`config.mk`:
```
export PLATFORM = sky130hd
export DESIGN_NAME = alarm_scheduler
export DESIGN_NICKNAME = d
export VERILOG_FILES = /design/src/rtl/alarm_scheduler.sv
export SDC_FILE = /design/constraint.sdc
export NUM_CORES = 1
export LEC_CHECK = 0
export ABC_AREA = 1
export CAP_MARGIN = 5
export CORE_UTILIZATION = 60
export DETAILED_ROUTE_END_ITERATION = 8
export HOLD_SLACK_MARGIN = 0.08
export PLACE_DENSITY = 0.83
export SETUP_SLACK_MARGIN = 0.4
export SLEW_MARGIN = 20
export SYNTH_ARGS = -nofsm -noshare
export SYNTH_HDL_FRONTEND = slang
export SYNTH_SLANG_ARGS = --single-unit
export TNS_END_PERCENT = 10
```
`constraint.sdc`:
```
create_clock -name clk -period 23.4 [get_ports clk]
set_input_delay 4.68 -clock clk [delete_from_list [all_inputs] [get_ports clk]]
set_output_delay 4.68 -clock clk [all_outputs]
set_load 0.02 [all_outputs]
```
`src/rtl/alarm_scheduler.sv`:
```
// alarm_scheduler: periodic alarm sequencer with beep pattern, ack, snooze.
// Owns the interval register, matches on BCD mm:ss, rotates one-hot LEDs.
//
// Ports:
//   clk, rst_n          clock, async active-low reset
//   tick_1hz            1-cycle pulse per seconds increment
//   minutes, seconds    BCD time, [7:4] tens, [3:0] ones
//   enable              alarm enable, low aborts any activity
//   cfg_we/cfg_interval interval write (binary minutes, 1..59 accepted)
//   ack, snooze         level requests, sampled every cycle
//   buzzer_n            buzzer, active low
//   leds, led_index     one-hot indicator and its slot (0..6)
//   busy                high outside IDLE
//   interval_q          current interval register
//
// Option macro ALARM_SCHEDULER_LED_BLINK_EN: LED lit only while the
// buzzer sounds (RING_ON); otherwise the LED is steady for the alarm.

module alarm_scheduler #(
   parameter int BEEP_COUNT       = 4,
   parameter int SNOOZE_MIN       = 5,
   parameter int DEFAULT_INTERVAL = 1
) (
   input  logic       clk,
   input  logic       rst_n,
   input  logic       tick_1hz,
   input  logic [7:0] minutes,
   input  logic [7:0] seconds,
   input  logic       enable,
   input  logic       cfg_we,
   input  logic [5:0] cfg_interval,
   input  logic       ack,
   input  logic       snooze,
   output logic       buzzer_n,
   output logic [6:0] leds,
   output logic [2:0] led_index,
   output logic       busy,
   output logic [5:0] interval_q
);

   typedef enum logic [1:0] {
      S_IDLE,
      S_RING_ON,
      S_RING_OFF,
      S_SNOOZE
   } state_e;

   localparam logic [3:0] LAST_BEEP    = 4'(BEEP_COUNT - 1);
   localparam logic [9:0] SNOOZE_TICKS = 10'(SNOOZE_MIN * 60);
   localparam logic [5:0] INTERVAL_RST = 6'(DEFAULT_INTERVAL);

`ifdef ALARM_SCHEDULER_LED_BLINK_EN
   localparam bit BLINK = 1'b1;
`else
   localparam bit BLINK = 1'b0;
`endif

   state_e     state_q;
   logic       buzzer_n_q;
   logic [6:0] leds_q;
   logic [2:0] led_index_q;
   logic       busy_q;
   logic [5:0] interval_reg_q;
   logic [3:0] beep_cnt_q;
   logic [9:0] snooze_cnt_q;

   logic [6:0] min_bin;
   logic [6:0] min_rem;
   logic       cfg_ok;
   logic       match;
   logic [6:0] led_on;
   logic [6:0] led_quiet;
   logic [2:0] led_next;

   function automatic logic [6:0] onehot(input logic [2:0] i);
      logic [6:0] one;
      one = 7'd1;
      return one << i;
   endfunction

   always_comb begin
      min_bin   = 7'({3'b000, minutes[7:4]} * 7'd10)
                + {3'b000, minutes[3:0]};
      // interval_q is never 0, so the modulo is always defined
      min_rem   = min_bin % {1'b0, interval_reg_q};
      match     = tick_1hz & enable & (seconds == 8'h00)
                & (min_rem == 7'd0);
      cfg_ok    = (cfg_interval != 6'd0) && (cfg_interval <= 6'd59);
      led_on    = onehot(led_index_q);
      led_quiet = BLINK ? 7'd0 : led_on;
      led_next  = (led_index_q == 3'd6) ? 3'd0 : led_index_q + 3'd1;
   end

   always_ff @(posedge clk or negedge rst_n) begin
      if (!rst_n) begin
         state_q        <= S_IDLE;
         buzzer_n_q     <= 1'b1;
         leds_q         <= 7'd0;
         led_index_q    <= 3'd6;
         busy_q         <= 1'b0;
         interval_reg_q <= INTERVAL_RST;
         beep_cnt_q     <= 4'd0;
         snooze_cnt_q   <= 10'd0;
      end else begin
         // match above still sees the old interval this cycle
         if (cfg_we && cfg_ok)
            interval_reg_q <= cfg_interval;

         if (!enable) begin
            state_q    <= S_IDLE;
            buzzer_n_q <= 1'b1;
            leds_q     <= 7'd0;
            busy_q     <= 1'b0;
         end else begin
            unique case (state_q)
               S_IDLE: begin
                  if (match) begin
                     state_q    <= S_RING_ON;
                     beep_cnt_q <= 4'd0;
                     buzzer_n_q <= 1'b0;
                     leds_q     <= led_on;
                     busy_q     <= 1'b1;
                  end
               end
               S_RING_ON: begin
                  if (ack) begin
                     state_q     <= S_IDLE;
                     buzzer_n_q  <= 1'b1;
                     leds_q      <= 7'd0;
                     busy_q      <= 1'b0;
                     led_index_q <= led_next;
                  end else if (snooze) begin
                     state_q      <= S_SNOOZE;
                     snooze_cnt_q <= SNOOZE_TICKS;
                     buzzer_n_q   <= 1'b1;
                     leds_q       <= led_quiet;
                  end else if (tick_1hz) begin
                     state_q    <= S_RING_OFF;
                     buzzer_n_q <= 1'b1;
                     leds_q     <= led_quiet;
                  end
               end
               S_RING_OFF: begin
                  if (ack) begin
                     state_q     <= S_IDLE;
                     buzzer_n_q  <= 1'b1;
                     leds_q      <= 7'd0;
                     busy_q      <= 1'b0;
                     led_index_q <= led_next;
                  end else if (snooze) begin
                     state_q      <= S_SNOOZE;
                     snooze_cnt_q <= SNOOZE_TICKS;
                     buzzer_n_q   <= 1'b1;
                     leds_q       <= led_quiet;
                  end else if (tick_1hz) begin
                     if (beep_cnt_q == LAST_BEEP) begin
                        state_q     <= S_IDLE;
                        leds_q      <= 7'd0;
                        busy_q      <= 1'b0;
                        led_index_q <= led_next;
                     end else begin
                        state_q    <= S_RING_ON;
                        beep_cnt_q <= beep_cnt_q + 4'd1;
                        buzzer_n_q <= 1'b0;
                        leds_q     <= led_on;
                     end
                  end
               end
               S_SNOOZE: begin
                  // a repeated snooze request here is a no-op
                  if (ack) begin
                     state_q     <= S_IDLE;
                     buzzer_n_q  <= 1'b1;
                     leds_q      <= 7'd0;
                     busy_q      <= 1'b0;
                     led_index_q <= led_next;
                  end else if (tick_1hz) begin
                     if (snooze_cnt_q == 10'd1) begin
                        state_q    <= S_RING_ON;
                        beep_cnt_q <= 4'd0;
                        buzzer_n_q <= 1'b0;
                        leds_q     <= led_on;
                     end else begin
                        snooze_cnt_q <= snooze_cnt_q - 10'd1;
                     end
                  end
               end
            endcase
         end
      end
   end

   assign buzzer_n   = buzzer_n_q;
   assign leds       = leds_q;
   assign led_index  = led_index_q;
   assign busy       = busy_q;
   assign interval_q = interval_reg_q;

endmodule

```
==> results.txt, run 1 <==
- STA puts the critical path data arrival time at 14600 ps.
- Summing the sequential cell areas from Yosys gives between 20 and 25% of the chip area.
- Critical Path End Type: flop
- IO buf count: 46
- In this run, the number of DRC markers left after iteration 0 of detailed routing was 210.
* Worst hold endpoint: buzzer_n
- The die covers between 6000 and 7000 um2.
- Area growth, synth to finish: 16.78%
* Cell area after technology mapping: 3862 um2
- Counting flops and latches in the post-synthesis netlist gives 34.
- Starting Density: a little under two thirds
- Prior to clock tree synthesis, the placed netlist has a worst setup slack of 8767 ps.
- Worst hold path cell count: 2
- Asr flop ratio synth: 100.0%
- Buf+Inv Stages, Crit Path: 17
* Clk Latency, worst-skew pair: ~280 ps
- CTS hold repair buffers: 0
* Die height: between 80 and 90 um
- The worst hold path begins at buzzer_n.
* Standby leakage power: around 2.3 nW
* Number of primary I/O pins: 47
* Worst reg2reg endpoint: state_q[1]
* RD Place Congestion: 0.9815
- Clock-pin slew was measured on the worst setup and hold paths at 70 ps.
* Number of buffers inserted during clock tree synthesis: 5
- Setup repair bufs after CTS: 0
* Hold crit path type: reg -> reg
- The H-tree was split into 2 levels.
- The filler cells instantiated in the layout total roughly 520.
- GRT Resource Usage Total: between 20% and 30%
- Once placement finished, the instance area stood at 4394 um2.
- TritonCTS built the clock tree.
- The worst pin sits at a relative slew slack of 70.22%.
- Reg-to-reg critical path startpoint: interval_q[0]
- In the layout the commonest cells are sky130_fd_sc_hd__nand2_1, sky130_fd_sc_hd__inv_1, sky130_fd_sc_hd__clkdlybuf4s50_1.
* Area of the placeable core: ~6100 um2
- Measured in cells, the most critical reg-to-reg path has a length of 69.
- Max-cap violations in this run came to 0.
* Clock skew: between 8 and 9 ps
* Final Worst Setup Slack: ~9000 ps
* Tightest Pin Transition: between 400 and 500 ps
- Of the cells placed in the final design, the portion with a size suffix greater than 1 is between 10% and 20%.
- Post-detailed-route wirelength per cell: around 13 um
- Final wirelength: a little under 9000 um
* Via count of the first global-routing pass: roughly 3500
- Standard-cell rows: 28
* Final worst path period need: 14440 ps
* Cts repair resizes: 0
- Total grt overflow: 0
* Via count: ~3600
- The cell that appears most often on the critical path is sky130_fd_sc_hd__nand2_1.
- The synthesized design contains 0 enable-type register cells.
* Detailed-router iteration count before antenna repair: 5
* Setup Crit Path Kind: in -> reg
* Most common cell after layout, fill and taps aside: sky130_fd_sc_hd__nand2_1
- Run status: complete, no violations
- Cell variety after synth: 45
- Clock buffer depth: 2
* Synthesized net count: 622
- Unrepaired setup endpoints after global routing: no
- Biggest cell delay along the critical path: roughly 460 ps
- Die X: between 80 and 90 um
- Entering global routing, the biggest net connects 35 pins.
* Crit Path Max Fanout: 18
* Root Buffer: sky130_fd_sc_hd__clkbuf_8
- Design Area, Final: roughly 4500 um2
* Wire length of the first global-routing pass: between 10000 and 15000 um
- Using the TritonRoute via totals, the vias-per-cell ratio works out to ~5.4.
- Detailed placement finished with a half-perimeter wire length of between 7000 and 8000 um.
- Worst slack on hold paths: around 480 ps
- Final count of pins violating max slew: 0
* Drc violations: 0
- Across the VDD grid, the largest voltage drop is approximately 70 uV.
- Critical Path Slowest Stage Cell: sky130_fd_sc_hd__clkdlybuf4s50_1
* CTS sink count: 34
- Worst reg-to-reg setup slack: between 10000 and 15000 ps
- Power spread over the standard cell area amounts to 96.78 nW/um2.
- Top FF cell, synth: sky130_fd_sc_hd__dfrtp_1
* Highest clock rate: slightly below 0.07 GHz
* Ys Warns: 0
- The worst setup path is launched from an input pin.
* Hold Vio Cnt, Final: 0
- Worst path top cell family by delay: simple AND/OR/NAND/NOR gates
* Final period util: between 60% and 70%
- Mean instance size in the synthesized netlist: about 7 um2
- Setup violations remaining at the end of the flow were counted as 0.
- Synthesis produced a netlist whose cell count is ~550.
- The initial antenna violation count was 0.
- ANT nets after route: 0
* Antenna Diode Count: 0
- Total number of nets in the final design: 672
- Setup tns final: 0 ps
- Critical path data required time: 23560 ps
[Yosys cell counts (all sizes together), types with 2 or more instances]
library cell	n	area, um2
or4	2	15.01
xnor2	3	26.28
fa	3	60.06
nand2	134	538.0
a21oi	21	105.1
nor4	3	18.77
o21ai	39	240.2
a32o	2	20.02
clkbuf	2	7.510
nand4	8	50.05
buf	2	22.52
ha	43	538.0
xor2	12	112.6
o21bai	4	45.04
o211ai	4	30.03
nor3	9	55.05
dfrtp	30	750.7
inv	105	394.1
nand3	57	425.4
nor2	40	160.2
or2	7	43.79
dfstp	4	105.1
nand3b	2	15.01
nor3b	2	15.01
and2	2	12.51
[power breakdown]
group / switching (mW) / internal (mW)
Clock: 0.0204 / 0.0347
Combinational: 0.181 / 0.114
Sequential: 0.0129 / 0.0735
[metal layers]
| metal | global-route usage [%] | routed length, um |
|---|---|---|
| met1 | 36.61 | 4166 |
| met2 | 48.26 | 4177 |
| met3 | 4.176 | 392 |
| met4 | 4.912 | 87 |
| met5 | 0 | 0 |
[worst reg2reg max path, delay by kind of cell (launching register included)]
kind	cells	cell delay [ps]
and+or+nand+nor	39	3790
xor gates and xnor gates	1	150
DFF	1	580
buffers and inverters	15	1150
AOI/OAI and AO/OA	7	890
adders and majority gates	7	2190
[cell families (layout without fill, tap and decap cells)]
family	after synthesis	count (layout)	synth area share [%]
AOI/OAI and AO/OA	76	76	12.70
xor gates and xnor gates	15	15	3.596
adders and majority gates	46	46	15.48
buffers and inverters	109	160	10.98
DFF	34	34	22.16
and+or+nand+nor	267	267	35.08
[metrics by stage]
stage | power [mW] | util [%] | cells
after floorplan | 0.3106 | - | 547
after global placement | 0.3685 | 72.50 | 665
after detailed placement | 0.3773 | 72.50 | 665
after CTS | 0.4349 | 74.42 | 673
after global routing | 0.4773 | 74.42 | 673
final | 0.4365 | 74.42 | 673
[worst max path at each step]
| stage | start | endpoint | depth (start not counted) |
|---|---|---|---|
| finish | minutes[5] | state_q[1] | 79 |
| global placement | minutes[5] | state_q[1] | 78 |
| floorplan | minutes[5] | leds[1] | 79 |
| detailed placement | minutes[5] | leds[4] | 79 |
| CTS | minutes[5] | state_q[1] | 79 |
| global route | minutes[5] | leds[6] | 76 |
[registers in the layout (all words and copies together) (netlist names)]
name and cells:
busy 1, interval_q 6, beep_cnt_q 4, state_q 2, buzzer_n 1, leds 7
snooze_cnt_q 10, led_index 3
[area by class of cell]
type                       instances  area, um2  share of cell area [%]
timing repair buffer              47      467.9                   10.37
sequential                        34      855.8                   18.97
inverter                         105      394.1                   8.738
multi-input combinational        404       2582                   57.25
clock buffer                       7      86.33                   1.914
tap                               75      93.84                   2.080
clock inverter                     1      30.03                  0.6657
No activity file was read; power rests on OpenSTA's default activity.
==> inputs of run 2 (changes only) <==
Settings changed: CORE_UTILIZATION 60 to 52, PLACE_DENSITY 0.83 to 0.76.
Clock period 23.4 ns to 11.9 ns, I/O delays scaled along.
==> run 2 against run 1 <==
  * Critical path depth decreased by 1
  * Highest routed layer unchanged
  * Critical path type unchanged
  * First-iteration DRC count is 9.0% lower
  * Clock skew decreased by 3.8 ps
  * Clock power is 58% higher
  * Sequential share of layout area decreased by 2.9 points
  * Final area is 18% higher
  * Die area grew 15%
  * Largest cell class unchanged
  * Worst hold slack worse by 13 ps
==> results.txt, run 2 (same netlist as run 1, synthesis figures left out) <==
- Run status: complete, no violations
- Clock Pin Slew Worst Setup and Hold Paths: 70 ps (about the same)
- Maximum vdd ir drop: 130.6 uV (+86%)
- Final Worst Setup Slack: 676.4 ps (-8284 ps)
* Count of maximum capacitance violations: 0 (unchanged)
- The placed wire-length estimate came to 6998 um (-2.3%).
- Antenna Diode Count: 0 (unchanged)
- The worst hold path begins at buzzer_n.
- Reg-to-reg critical path startpoint: interval_q[0]
- For hold timing, the worst endpoint is buzzer_n.
- Number of primary I/O pins: 47 (unchanged)
- Total grt overflow: 0 (unchanged)
- The critical path starts at minutes[7].
* Fraction of power spent switching nets: 49.70% (+0.57 points)
* Number of buffers inserted during clock tree synthesis: 5 (unchanged)
* Final period util: 94.32%
- CTS hold repair buffers: 0 (unchanged)
- Area growth, synth to finish: 37.45%
- Comb pwr share: 76.0% (+8.4 points)
- The maximum number of pins on one net before global-route repair came to 35 (unchanged).
- Leaving out fill and tap cells, the most frequent cells in the layout are sky130_fd_sc_hd__nand2_1, sky130_fd_sc_hd__inv_1, sky130_fd_sc_hd__clkdlybuf4s50_1.
- TritonCTS clock tree: done
* Critical Path End Type: flop
- Wire length of the first global-routing pass: 15720 um (+7.2%)
- The number of port buffers is 46 (unchanged).
- Setup repair after global routing left no endpoint under its margin.
- By instance count, the cell type seen most on the critical path is sky130_fd_sc_hd__nand2_2.
* Root Buffer: sky130_fd_sc_hd__clkbuf_8
- The number of cells on the worst reg-to-reg path was 68 (-1.4%).
* Post-Place Setup Slack: -351.2 ps (-9118 ps)
* Total number of nets in the final design: 701 (+4.3%)
- The data required time of the critical path is 12070 ps (-11490 ps).
- The setup clock skew after layout came to 5.156 ps (-3.832 ps).
- Final count of pins violating max slew: 0 (unchanged)
* Die X: 88.19 um (+7.2%)
- ANT nets after route: 0 (unchanged)
- The die span in y is 88.19 um (+7.2%).
- Most common cell after layout, fill and taps aside: sky130_fd_sc_hd__nand2_1
* Type of element launching the critical path: input pin
* Via count: 3900 (+7.5%)
- The number of levels the H-tree was split into came to 2 (unchanged).
* Flip-flop count of the largest register, all copies and words added: 10 (unchanged)
* P per Cell Area: 202.7 nW/um2 (+110%)
* Crit Path Max Fanout: 6 (-12)
* Detail-routed via count per cell: 5.372 (-0.32%)
- The core box area is 7214 um2 (+19%).
* Via count of the first global-routing pass: 3487 (+0.96%)
- Critical Path Slowest Stage Cell: sky130_fd_sc_hd__fa_1
- The final hold violation count came to 0 (unchanged).
- The worst-skew pair later-pin latency is 280 ps (about the same).
- The DRC violations left came to 0 (unchanged).
* Fraction of power consumed by sequential logic: 15.9% (-3.9 points)
- Standard-cell rows: 31 (+11%)
- The total length of routed wires came to 10700 um (+21%).
- The initial standard-cell utilization of the core is 53.54% (-10 points).
- Post-Place Cell Area: 4439 um2 (+1.0%)
* Worst slew slack as a fraction of its limit: 58.48% (-12 points)
- The maximum buffer depth of the clock tree was 2 (unchanged).
* Cell internal power dissipation: 0.5413 mW (+140%)
- The overall power came to 1.076 mW (+150%).
* Switching power: 0.5349 mW (+150%)
- The number of detailed-routing iterations run before antenna repair was 4 (-1).
* Final Instance Count excl. Fillers: 726 (+7.9%)
* Final count of negative-setup-slack endpoints: 0 (unchanged)
- RD Place Congestion: 0.9319 (-5.1%)
- Data arrival, critical path: 11390 ps (-3210 ps)
- Worst reg2reg endpoint: state_q[0]
- Number of design-rule violations left by the first detailed-router iteration: 191 (-9.0%)
- Timing would allow up to between 0.08 and 0.09 GHz.
- Area of the die: 7777 um2 (+15%)
* Design Area, Final: 5309 um2 (+18%)
* Final worst path period need: between 10000 and 15000 ps
* CTS sink count: 34 (unchanged)
- Standby leakage power: 2.529 nW (+9.7%)
- Share of final-layout standard cells stronger than drive strength 1: 32.85% (+18 points)
- The wire length per cell is 14.74 um (+12%).
* Most flop-heavy register: snooze_cnt_q
- The initial antenna violation count is 0 (unchanged).
* Hold crit path type: reg -> reg
- Worst reg-to-reg setup slack: 3490 ps (-11040 ps)
- The slew of the pin with the lowest slew margin is 622.2 ps (+176.9 ps).
- The post-placement cell count came to 691 (+3.9%).
* Setup tns final: 0 ps (unchanged)
- The worst setup path is of the in -> reg kind.
* Worst hold path cell count: 2 (unchanged)
- The clock power share was 8.1% (-4.5 points).
- GRT Resource Usage Total: 25.56% (-2.2 points)
- The stage delay of the slowest cell on the critical path was 480 ps (+20 ps).
run 2: what timing repair did:
action                                  4_1_cts  5_1_grt
gates cloned                                  2        0
buffers inserted                             12       13
resized for setup                            41       88
pin swaps                                    24       60
endpoints found under the setup margin       15       15
run 2: metrics by stage:
stage                     util, %  hold slack, ps
after floorplan                 -           472.0
after CTS                   67.52           469.0
after global routing        73.59           504.3
final                       73.59           466.6
after detailed placement    61.53           459.1
after global placement      61.53           457.3
run 2: worst max path at each step:
stage | slack [ps] | to | depth (start not counted)
6_report | 680 | state_q[0] | 78
5_1_grt | 150 | state_q[1] | 79
2_1_floorplan | 1020 | leds[1] | 79
3_5_place_dp | -350 | leds[5] | 79
3_3_place_gp | -50 | state_q[1] | 79
4_1_cts | 410 | state_q[0] | 74
run 2: power groups by stage:
stage | Clock, mW | Combinational [mW] | Sequential, mW
global placement | 0 | 0.556 | 0.170
floorplan | 0 | 0.426 | 0.184
finish | 0.0873 | 0.818 | 0.171
CTS | 0.0882 | 0.672 | 0.171
global route | 0.0933 | 0.889 | 0.175
detailed placement | 0 | 0.573 | 0.171
run 2: worst max-delay path: cells and delay by family:
| kind | cells | cell delay (ps) |
|---|---|---|
| and+or+nand+nor | 46 | 4340 |
| adders and majority gates | 10 | 2690 |
| buffers and inverters | 16 | 1280 |
| AOI/OAI and AO/OA | 6 | 640 |
run 2: cell type report:
type	instances	area, um2
clock buffer	7	86.33
clock inverter	1	5.005
fill	540	1906
inverter	105	411.6
multi-input combinational	406	3147
sequential	34	855.8
tap	99	123.9
timing repair buffer	74	679.4
run 2: layer usage:
layer / GRT usage (%) / wire length, um / up-vias / part of all wire, %
met4: 7.185 / 221 / 0 / 2.1
met5: 0 / 0 / - / 0
li1: - / - / 1943 / -
met1: 33.02 / 4616 / 1820 / 43
met3: 3.299 / 419 / 24 / 3.9
met2: 44.62 / 5442 / 113 / 51
